<file path="src/rtl/shift_pkg.sv">
// Shared definitions for the bounce/rotate one-hot shifter: mode encodings
// and the helper that sizes the position index.
package shift_pkg;

    typedef enum logic [1:0] {
        MODE_BOUNCE = 2'b00,
        MODE_ROTL   = 2'b01,
        MODE_ROTR   = 2'b10,
        MODE_HOLD   = 2'b11
    } mode_e;

    // Width of an index into a WIDTH-bit one-hot vector (at least 1 bit).
    function automatic int pos_w(input int width);
        return (width > 1) ? $clog2(width) : 1;
    endfunction

endpackage

</file>
<file path="src/rtl/tick_div.sv">
// Step prescaler: issues one tick every div+1 enabled cycles. A count that
// already exceeds a freshly lowered div ticks on the next enabled cycle.
module tick_div #(
    parameter int DIV_W = 4
) (
    input  logic             clk,
    input  logic             reset_n,
    input  logic             en,
    input  logic             clr,
    input  logic [DIV_W-1:0] div,
    output logic             tick
);

    logic [DIV_W-1:0] r_cnt;

    assign tick = en && (r_cnt >= div);

    always_ff @(posedge clk or negedge reset_n) begin
        if (!reset_n) begin
            r_cnt <= '0;
        end else if (clr || tick) begin
            r_cnt <= '0;
        end else if (en) begin
            r_cnt <= r_cnt + DIV_W'(1);
        end
    end

endmodule

</file>
<file path="src/rtl/bounce_shifter.sv">
// One-hot position shifter that bounces between the ends or rotates either
// way, stepping at a prescaled rate, with a synchronous position load.
module bounce_shifter
    import shift_pkg::*;
#(
    parameter int WIDTH = 8,
    parameter int DIV_W = 4
) (
    input  logic                       clk,
    input  logic                       reset_n,
    input  logic                       en,
    input  logic [1:0]                 mode,
    input  logic [DIV_W-1:0]           div,
    input  logic                       load,
    input  logic [$clog2(WIDTH)-1:0]   load_pos,
    output logic [WIDTH-1:0]           count,
    output logic [$clog2(WIDTH)-1:0]   pos,
    output logic                       dir,
    output logic                       end_hit
);

    localparam int            PW   = pos_w(WIDTH);
    localparam logic [PW-1:0] LAST = PW'(WIDTH - 1);

    logic [WIDTH-1:0] r_count;
    logic [PW-1:0]    r_pos;
    logic             r_dir;
    logic             r_end_hit;

    mode_e            w_mode;
    logic             w_run;
    logic             w_tick;
    logic [PW-1:0]    w_load_pos;
    logic             w_up;
    logic [PW-1:0]    w_bounce_pos;
    logic [PW-1:0]    w_pos_nxt;
    logic             w_dir_nxt;
    logic             w_move;
    logic             w_end;

    assign w_mode = mode_e'(mode);
    assign w_run  = en && (w_mode != MODE_HOLD);

    tick_div #(
        .DIV_W (DIV_W)
    ) u_tick_div (
        .clk     (clk),
        .reset_n (reset_n),
        .en      (w_run),
        .clr     (load),
        .div     (div),
        .tick    (w_tick)
    );

    assign w_load_pos = (load_pos > LAST) ? LAST : load_pos;

    // Sitting on an end with dir pointing outward turns the step inward.
    assign w_up         = r_dir ? (r_pos != LAST) : (r_pos == '0);
    assign w_bounce_pos = w_up ? (r_pos + PW'(1)) : (r_pos - PW'(1));

    always_comb begin
        w_pos_nxt = r_pos;
        w_dir_nxt = r_dir;
        w_move    = 1'b0;
        if (load) begin
            w_move    = 1'b1;
            w_pos_nxt = w_load_pos;
            if (w_mode == MODE_BOUNCE) begin
                if (w_load_pos == LAST) begin
                    w_dir_nxt = 1'b0;
                end else if (w_load_pos == '0) begin
                    w_dir_nxt = 1'b1;
                end
            end
        end else if (w_tick) begin
            w_move = 1'b1;
            case (w_mode)
                MODE_BOUNCE: begin
                    w_pos_nxt = w_bounce_pos;
                    if (w_bounce_pos == LAST) begin
                        w_dir_nxt = 1'b0;
                    end else if (w_bounce_pos == '0) begin
                        w_dir_nxt = 1'b1;
                    end else begin
                        w_dir_nxt = w_up;
                    end
                end
                MODE_ROTL: begin
                    w_pos_nxt = (r_pos == LAST) ? '0 : (r_pos + PW'(1));
                    w_dir_nxt = 1'b1;
                end
                MODE_ROTR: begin
                    w_pos_nxt = (r_pos == '0) ? LAST : (r_pos - PW'(1));
                    w_dir_nxt = 1'b0;
                end
                default: begin
                    w_move = 1'b0;
                end
            endcase
        end
    end

    assign w_end = w_move && ((w_pos_nxt == '0) || (w_pos_nxt == LAST));

    always_ff @(posedge clk or negedge reset_n) begin
        if (!reset_n) begin
            r_pos     <= '0;
            r_dir     <= 1'b1;
            r_count   <= WIDTH'(1);
            r_end_hit <= 1'b0;
        end else begin
            r_pos     <= w_pos_nxt;
            r_dir     <= w_dir_nxt;
            r_count   <= WIDTH'(1) << w_pos_nxt;
            r_end_hit <= w_end;
        end
    end

    assign count   = r_count;
    assign pos     = r_pos;
    assign dir     = r_dir;
    assign end_hit = r_end_hit;

endmodule

</file>
<file path="config.mk">
export PLATFORM = sky130hd
export DESIGN_NAME = bounce_shifter
export DESIGN_NICKNAME = d
export VERILOG_FILES = /design/src/rtl/shift_pkg.sv /design/src/rtl/tick_div.sv /design/src/rtl/bounce_shifter.sv
export SDC_FILE = /design/constraint.sdc
export NUM_CORES = 1
export LEC_CHECK = 0
export ABC_AREA = 1
export CORE_ASPECT_RATIO = 0.75
export CORE_UTILIZATION = 35
export DETAILED_ROUTE_END_ITERATION = 10
export HOLD_SLACK_MARGIN = 0.08
export PLACE_DENSITY = 0.57
export SYNTH_ARGS = -nofsm -noshare
export SYNTH_HDL_FRONTEND = slang
export SYNTH_SLANG_ARGS = --single-unit
</file>
<file path="constraint.sdc">
create_clock -name clk -period 2.05 [get_ports clk]
set_input_delay 0.205 -clock clk [delete_from_list [all_inputs] [get_ports clk]]
set_output_delay 0.205 -clock clk [all_outputs]
set_load 0.05 [all_outputs]
</file>
# == After elaboration in Yosys (flattened, before gate mapping) ==
# Cells that the tools add are included.
# op_classes
addsub,3
order_cmp,2
eq_ne,10
n_shift,1
n_mux,21
reduce_logical,15
# op_table
op,n
2-to-1 mux 3 bit,6
"equality test 3 bit, second input constant",4
zero test 3 bit,4
2-to-1 mux 1 bit,11
one-hot mux 3 bit (3 select lines),1
2-to-1 mux 4 bit,2
"<< shifter 1 x 3 -> 8 bit, first input constant",1
"adder 4 x 1 -> 4 bit, second input constant",1
>= comparator 4 bit,1
AND reduction 4 bit,1
nonzero test 2 bit,2
"adder 3 x 1 -> 3 bit, second input constant",1
"greater-than comparator 3 bit, second input constant",1
logical AND 1 bit,3
"inequality test 3 x 1 -> 1 bit, second input constant",1
"inequality test 3 bit, second input constant",1
one-hot mux 1 bit (3 select lines),1
nonzero test 3 bit,1
OR reduction 3 bit,1
"subtractor 3 x 1 -> 3 bit, second input constant",1
"equality test 2 x 1 -> 1 bit, second input constant",1
"equality test 2 bit, second input constant",1
zero test 2 bit,1
logical OR 1 bit,2
2 further kinds,2
# word_totals
reg_bits,17
in_bits,13
word_cells,57

# == Depth between registers and ports, before layout ==
# Gate-level depths: netlist (run 1).
# logic_depth
word_depth,9
mapped_depth,16
mapped_depth_nobuf,16

# == Hierarchy ==
# A second synthesis (run 1) with hierarchy kept.
# unflattened
hier_cells,169
hier_area_um2,1260.0
# by_module_without_submodules
module,instances,cells_each,area_per_inst_um2,seq_area_each_um2
bounce_shifter,1,127,944.7,327.8
tick_div,1,42,315.3,100.1

# == Worst setup path before layout (run 1) ==
# Ideal clock, no wire load.
# synth_timing
path_type,reg-to-reg
start,"register r_pos[0], in the netlist pos[0]"
end,"register r_end_hit, in the netlist end_hit"
setup_ps,118
arrival_time_ps,1947
slack_ps,-15
stages_incl_launch_ff,14
path_buffers,0
synth_period_minus_slack_ps,2065
path_cell_list,dfrtp_1 inv_1 ha_1 inv_1 o21ai_0 o21ai_0 nor2_1 nand2_1 nand2_1 nand2_1 nand2_2 nand2_1 nand2_1 nor2_1
# synth_between
elab_chain_len,9
# synth_lines
element,line,rtl
start: declaration,bounce_shifter.sv:26,logic [PW-1:0] r_pos;
start signal: assignment,bounce_shifter.sv:112,r_pos <= w_pos_nxt;
branches (longest 3 deep; another with subtractor 3 x 1 -> 3 bit),n/a,
one-hot mux 3 bit (3 select lines) *,bounce_shifter.sv:77,case (w_mode)
2-to-1 mux 3 bit *,bounce_shifter.sv:75,end else if (w_tick) begin
2-to-1 mux 3 bit *,bounce_shifter.sv:65,if (load) begin
via w_pos_nxt[1],bounce_shifter.sv:36,logic [PW-1:0] w_pos_nxt;
equality test 3 bit or zero test 3 bit (tied branches),bounce_shifter.sv:103,assign w_end = w_move && ((w_pos_nxt == '0) || (w_pos_nxt == LAST));
logical OR 1 bit *,bounce_shifter.sv:103,
logical AND 1 bit *,bounce_shifter.sv:103,
via w_end,bounce_shifter.sv:39,logic w_end;
end signal: assignment,bounce_shifter.sv:115,r_end_hit <= w_end;
end: declaration,bounce_shifter.sv:28,logic r_end_hit;
# Mark *: on every way through the listed nets, which the timed path passes.
# A chain may end at the register's enable or synchronous reset.

# == Worst setup path after layout (run 1) ==
# layout_timing
start,input div[3]
end,"register r_end_hit, in the netlist end_hit"
# layout_between
elab_chain_len,7
# layout_lines
element,line,rtl
start: declaration,bounce_shifter.sv:13,"input logic [DIV_W-1:0] div,"
>= comparator 4 bit *,tick_div.sv:16,assign tick = en && (r_cnt >= div);
logical AND 1 bit *,tick_div.sv:16,
2-to-1 mux 3 bit *,bounce_shifter.sv:75,
2-to-1 mux 3 bit *,bounce_shifter.sv:65,
via w_pos_nxt[0],bounce_shifter.sv:36,
equality test 3 bit or zero test 3 bit (tied branches),bounce_shifter.sv:103,
logical OR 1 bit *,bounce_shifter.sv:103,
logical AND 1 bit *,bounce_shifter.sv:103,
via w_end,bounce_shifter.sv:39,
# Mark *: on every way through the listed nets, which the timed path passes. The rest lies on a longest branch.

==> impl_results.md, run 1 <==
* #FFs+latches synth at 17
* Final period utilization at approximately nine tenths
* Via count at roughly 1100
* Critical R2R Launch: pos[0]
* Worst-path clk slew at ~70 ps
* Yosys warning count at 0
* Reg2Reg Setup Slack at 180 ps
* Synth top area share at a little under a third
* Met1 Use GR at 24.6%
* Sequential share of the synthesized area at 36.4%
* Main synth FF type: dfrtp_1
* Area of the multi-input gates at between 600 and 700 um2
* Largest net degree at the start of global routing at 12
* DIE HEIGHT at ~52 um
* Routability Congestion at slightly below 0.9
* Placement-stage cell area at approximately 0.0015 mm2
* Avg Synthesized Cell Area at roughly 7.3 um2
* # fillers at 304
* VDD IR max at 0.336 mV
* Placeable core area at roughly 0.0031 mm2
* Num ports at 26
* CTS tree: built
* Largest area contributor in the netlist: dfrtp_1
* Worst Tran Pin Value at 517 ps
* Synth top area cells: dfrtp_1, ha_1, nand2_1, inv_1, nand3_1
* Final setup vio count at 0
* Latest clock arrival within the worst-skew pair at between 200 and 300 ps
* Final Hold Fails at 0
* CP cell instances: clkdlybuf4s50_1 -> inv_1 -> ha_1 -> a21oi_1 -> nand3_2 -> nand2_1 -> nand2_1 -> nand3_1 -> nand2_1 -> inv_1 -> nand2_2 -> nand2_1 -> nand2_1 -> nor2_1
* Req. time, crit path at 2240 ps
* Arrival @ worst endpoint at around 2100 ps
* Vias/cell at between 4 and 5
* CP startpoint: div[3]
* Number of port buffers at 25
* First-pass GRT wire length at roughly 4.6 mm
* Width of the die at between 60 and 70 um
* H-tree lvl count at 1
* Total CTS buffers at 3
* Fmax at around 530 MHz
* Drt total wl at about 2.7 mm
* Min Tclk post-route at around 1900 ps
* Pins Over Slew Limit at 0
* Vias in the first global route at 1091
* PD cells at roughly 680 mW/mm2
* Hpwl dp at about 2.2 mm
* Asr flop ratio synth at 100%
* Worst slew margin relative to its limit at between 60 and 70%
* CP peak stage delay at around 450 ps
* Post-Syn Area at ~0.0012 mm2
* Met2 Usage GRT at between 20% and 30%
* Max Buffers Root-to-Sink at 2
* P&R area growth vs syn at 38.1%
* Total track usage at 17.5%
* Drc violations at 0
* Crit path capture type: flop
* FF-to-FF End: end_hit
* CP Max Fanout at 5
* Share of cells above drive strength 1 at 15.3%
* Finished Core Util at 53.0%
* Setup Skew at 2.46 ps
* Worst-case reg-to-reg path depth at 15
* Status: finished clean
* Ant. Diodes at 0
* Startpoint types: primary input
* Clk sinks at 17
* Worst setup path endpoint: end_hit
* Setup CP Type: primary input to flop
* Top cell by count, worst path: nand2_1
* Final net count at between 200 and 250
* Iteration-0 DRC Markers at 53
* WL per Instance at between 10 and 15 um
* Hold Path Class: primary input to async pin
* Die ar. at approximately 0.0036 mm2
* Site Rows at 17
* MaxCap Viol Count at 0
* Distinct cells, synth at 21
* Fin area at around 0.0016 mm2
* Met3 Use GR at approximately 5.0%
* Static Leak at 0.000877 uW
* Router iterations before antenna repair at 4
* EDFF count, synth at 0
* Sequential standard cell area at between 400 and 500 um2
* Initial Utilization at about two fifths
* Post-route ant nets at 0
* Global route overflow at 0
* Syn_nets at 186
* Slowest cell on the critical path: clkdlybuf4s50_1
* Initial antenna violation count at 0
* Number of hold buffers added after cts at 0
* Pwr Total at about 1100 uW
* Root Driver: clkbuf_8
* Grt peak-use layer: met2
* Post-Syn Instances at 160
==> power by group <==
group	total [uW]	switching, uW	leakage [uW]	internal [uW]
sequential	396	23.6	0.000217	373
combinational	446	276	0.000639	170
clock	257	121	0.0000217	137
total	1100	420	0.000877	680
==> synthesized netlist by cell type (2+ instances only) <==
cell type	n
dfrtp_1	15
xor2_1	2
nor2_2	3
ha_1	13
a21oi_1	2
nand2_1	42
nand2_2	4
nand3_1	17
nor2_1	17
o21ai_0	6
inv_1	28
dfstp_2	2
==> cell families after synthesis <==
group | count (synthesis) | share of synthesized area, %
compound gates | 12 | 6.07
xor+xnor | 2 | 1.49
fa+ha+maj | 13 | 13.8
buf+inv | 28 | 8.95
flops | 17 | 36.4
simple gates | 88 | 33.2
==> worst max-delay path, delay by kind of cell <==
kind,cells,cell delay (ps)
AND/OR/NAND/NOR,9,760
buffers and inverters,3,610
adder cells (fa/ha/maj),1,320
AO/OA/AOI/OAI,1,160
==> timing repair <==
action                                  in CTS  in global routing
setup buffers                                0                  4
endpoints found under the setup margin       0                  1
resized for setup                            0                  1
==> cell usage in the layout, fill, tap and decap left out, drive strengths merged <==
master / instances
nand4: 1
nand3b: 1
nand2: 46
clkinvlp: 1
nor3: 1
ha: 13
o21ai: 7
a21oi: 2
clkdlybuf4s50: 25
dfstp: 2
a21boi: 1
clkbuf: 3
xor2: 2
o31ai: 1
inv: 28
buf: 13
nand3: 18
o211ai: 1
dfrtp: 15
nor2: 21
==> stage by stage <==
stage / setup slack [ps] / instances / hold slack [ps] / setup TNS [ps]
floorplan: 32.3 / 160 / -90.6 / 0
global placement: -15.2 / 232 / 492 / -27.0
detailed placement: -68.6 / 232 / 503 / -116
CTS: 144 / 236 / 228 / 0
global route: -0.611 / 240 / 227 / -0.611
finish: 180 / 240 / 213 / 0
==> flip-flops by register name, indices dropped and copies added (netlist names) <==
register and count:
count 8, u_tick_div.r_cnt 4, pos 3, end_hit 1, dir 1
==> cell type report <==
class                   instances  share of cell area, %
flip-flops and latches         17                   26.4
repair buffers                 38                   21.4
clock buffers                   3                   2.54
clock inverters                 1                  0.463
inverters                      28                   6.48
multi-input cells             115                   39.7
well taps                      38                   2.93
==> worst min-delay path by stage <==
stage,slack [ps],end,cells after the start
final,210,u_tick_div.r_cnt[0],1
after detailed placement,500,u_tick_div.r_cnt[2],1
after CTS,230,u_tick_div.r_cnt[2],1
after global placement,490,u_tick_div.r_cnt[2],1
after global routing,230,u_tick_div.r_cnt[0],1
after floorplan,-90,count[1],0
==> per-layer routing <==
metal  part of all wire, %  vias up
li1                      -      580
met1                    51      519
met2                    43       41
met3                   5.8        0
met4                     0        0
met5                     0        -
No activity file was read; power rests on OpenSTA's default activity.
==> run 2, diff against run 1 <==
--- a/config.mk
+++ b/config.mk
@@ -6,7 +6,7 @@
 export NUM_CORES = 1
 export LEC_CHECK = 0
 export ABC_AREA = 1
-export CORE_ASPECT_RATIO = 0.75
+export CORE_ASPECT_RATIO = 0.6
 export CORE_UTILIZATION = 35
 export DETAILED_ROUTE_END_ITERATION = 10
 export HOLD_SLACK_MARGIN = 0.08
==> impl_results.md, run 2 (synthesis results as in run 1) <==
* Switching Share at 37.6%
* Number of hold buffers added after cts at 0
* Ant. Diodes at 0
* Status: finished clean
* Vias in the first global route at around 960
* Finished Core Util at 53.6%
* Comb power frac at between 40% and 50%
* Worst slew margin relative to its limit at roughly 67%
* CTS tree: built
* Iteration-0 DRC Markers at slightly above 90
* Worst Tran Pin Value at between 400 and 500 ps
* Sequential share of power at a little under two fifths
* DIE HEIGHT at ~47 um
* Pre-CTS WS at -56.8 ps
* Unrepaired setup endpoints after global routing: no
* CP Max Fanout at 5
* Initial Utilization at 38.9%
* Hpwl dp at approximately 2.2 mm
* Site Rows at 15
* CP cell instances: inv_1 -> ha_1 -> inv_1 -> nor2_2 -> nand2_1 -> nand2_2 -> nand2_1 -> nand2_2 -> nor2_2 -> nor2_2 -> nor2_2 -> nor2_4 -> nand2_1 -> nand2_1 -> nor2_1
* Pins Over Slew Limit at 0
* CP peak stage delay at about 450 ps
* H-tree lvl count at 1
* MaxCap Viol Count at 0
* Width of the die at 76.8 um
* Number of port buffers at 25
* Hold Path Class: primary input to async pin
* Router iterations before antenna repair at 4
* Setup Skew at about 3.6 ps
* Top delay family on crit path: simple AND/OR/NAND/NOR gates
* Num ports at 26
* Initial antenna violation count at 0
* Fmax at about 530 MHz
* First-pass GRT wire length at around 4.3 mm
* Placement-stage cell area at 0.00155 mm2
* Slowest cell on the critical path: dfrtp_2
* Setup CP Type: flop to flop
* Total CTS buffers at 3
* Placeable core area at just over 0.003 mm2
* Share of cells above drive strength 1 at 15.9%
* Min Tclk post-route at 1890 ps
* Final setup vio count at 0
* VDD IR max at about 0.27 mV
* Commonest non-fill, non-tap cell in the layout: nand2_1
* PD cells at roughly 670 mW/mm2
* Crit path capture type: flop
* P&R area growth vs syn at 37.9%
* Req. time, crit path at 2190 ps
* Worst-path clk slew at roughly 70 ps
* Worst path buffer plus inverter count at 2
* Max Buffers Root-to-Sink at 2
* Pwr Total at approximately 1100 uW
* Clk sinks at 17
* Startpoint types: flop
* WL per Instance at about 11 um
* Via count at around 1100
* Most frequent cells in the layout: nand2_1, inv_1, clkdlybuf4s50_1
* Net Switching at just over 400 uW
* Static Leak at 0.000876 uW
* Vias/cell at ~4.5
* Routability Congestion at ~0.86
* Total track usage at 15.7%
* Largest net degree at the start of global routing at 18
* Final Hold Fails at 0
* Global route overflow at 0
* Fin area at about 0.0016 mm2
* Latest clock arrival within the worst-skew pair at around 250 ps
* Clock power share at between 20 and 25%
* Internal power at slightly below 700 uW
* Drt total wl at between 2 and 3 mm
* Final net count at 228
* Die ar. at 0.00360 mm2
* Final period utilization at between 90 and 100%
* Root Driver: clkbuf_8
* Arrival @ worst endpoint at between 2000 and 2500 ps
* Final worst slack at around 160 ps
* Max reg flops at 8
* Post-route ant nets at 0
* Drc violations at 0
-- run 2: cell count changes in the layout (fill, tap and decap cells not counted) --
cell        previous run  this run
buf_4                 13        12
clkinv_2               0         1
clkinvlp_4             1         0
inv_1                 28        27
inv_2                  0         1
nor2_1                17        16
nor2_2                 3         4
-- run 2: per-stage QoR --
step / TNS (ps) / std cells / hold WS [ps]
after floorplan: 0 / 160 / -90.6
after global placement: -19.4 / 236 / 549
after detailed placement: -103 / 236 / 554
after CTS: 0 / 240 / 284
after global routing: 0 / 243 / 301
final: 0 / 243 / 276
-- run 2: area by class of cell --
cell class / count / area (um2)
Fill cell: 296 / 1400
Multi-Input combinational cell: 115 / 647
Sequential cell: 17 / 429
Timing Repair Buffer: 37 / 340
Inverter: 28 / 105
Tap cell: 42 / 52.6
Clock buffer: 3 / 41.3
Clock inverter: 1 / 5.00
-- run 2: what timing repair did --
| action | in CTS | in global routing |
|---|---|---|
| setup buffers | 0 | 3 |
| gates resized for setup | 0 | 3 |
| setup endpoints to repair | 0 | 5 |
-- run 2: layer usage --
metal,wire (um),GRT usage (%)
met4,20,3.46
met3,153,3.50
met1,1320,22.0
met5,0,0
met2,1100,25.5
-- run 2: power groups by stage --
stage	logic (uW)	clock network [uW]	registers (uW)
after floorplan	180	0	498
after global placement	427	0	404
after detailed placement	428	0	405
after CTS	430	253	399
after global routing	487	267	401
final	442	243	397
-- run 2: worst paths after layout --
path | start | end | slack (ps) | cells past startpoint
max | pos[0] | end_hit | 160 | 15
min | reset_n | count[2] | 280 | 2
max reg2reg | pos[0] | end_hit | 160 | 15
min reg2reg | u_tick_div.r_cnt[1] | u_tick_div.r_cnt[1] | 590 | 2
max in group asynchronous | reset_n | count[0] | 1520 | 2
min in group clk | u_tick_div.r_cnt[1] | u_tick_div.r_cnt[1] | 590 | 2
-- run 2: worst register-to-register path, delay by kind of cell (launching register included) --
family                   cells  cell delay [ps]
adder cells (fa/ha/maj)      1              160
buffers and inverters        2              140
flip-flops                   1              450
AND/OR/NAND/NOR             12             1030
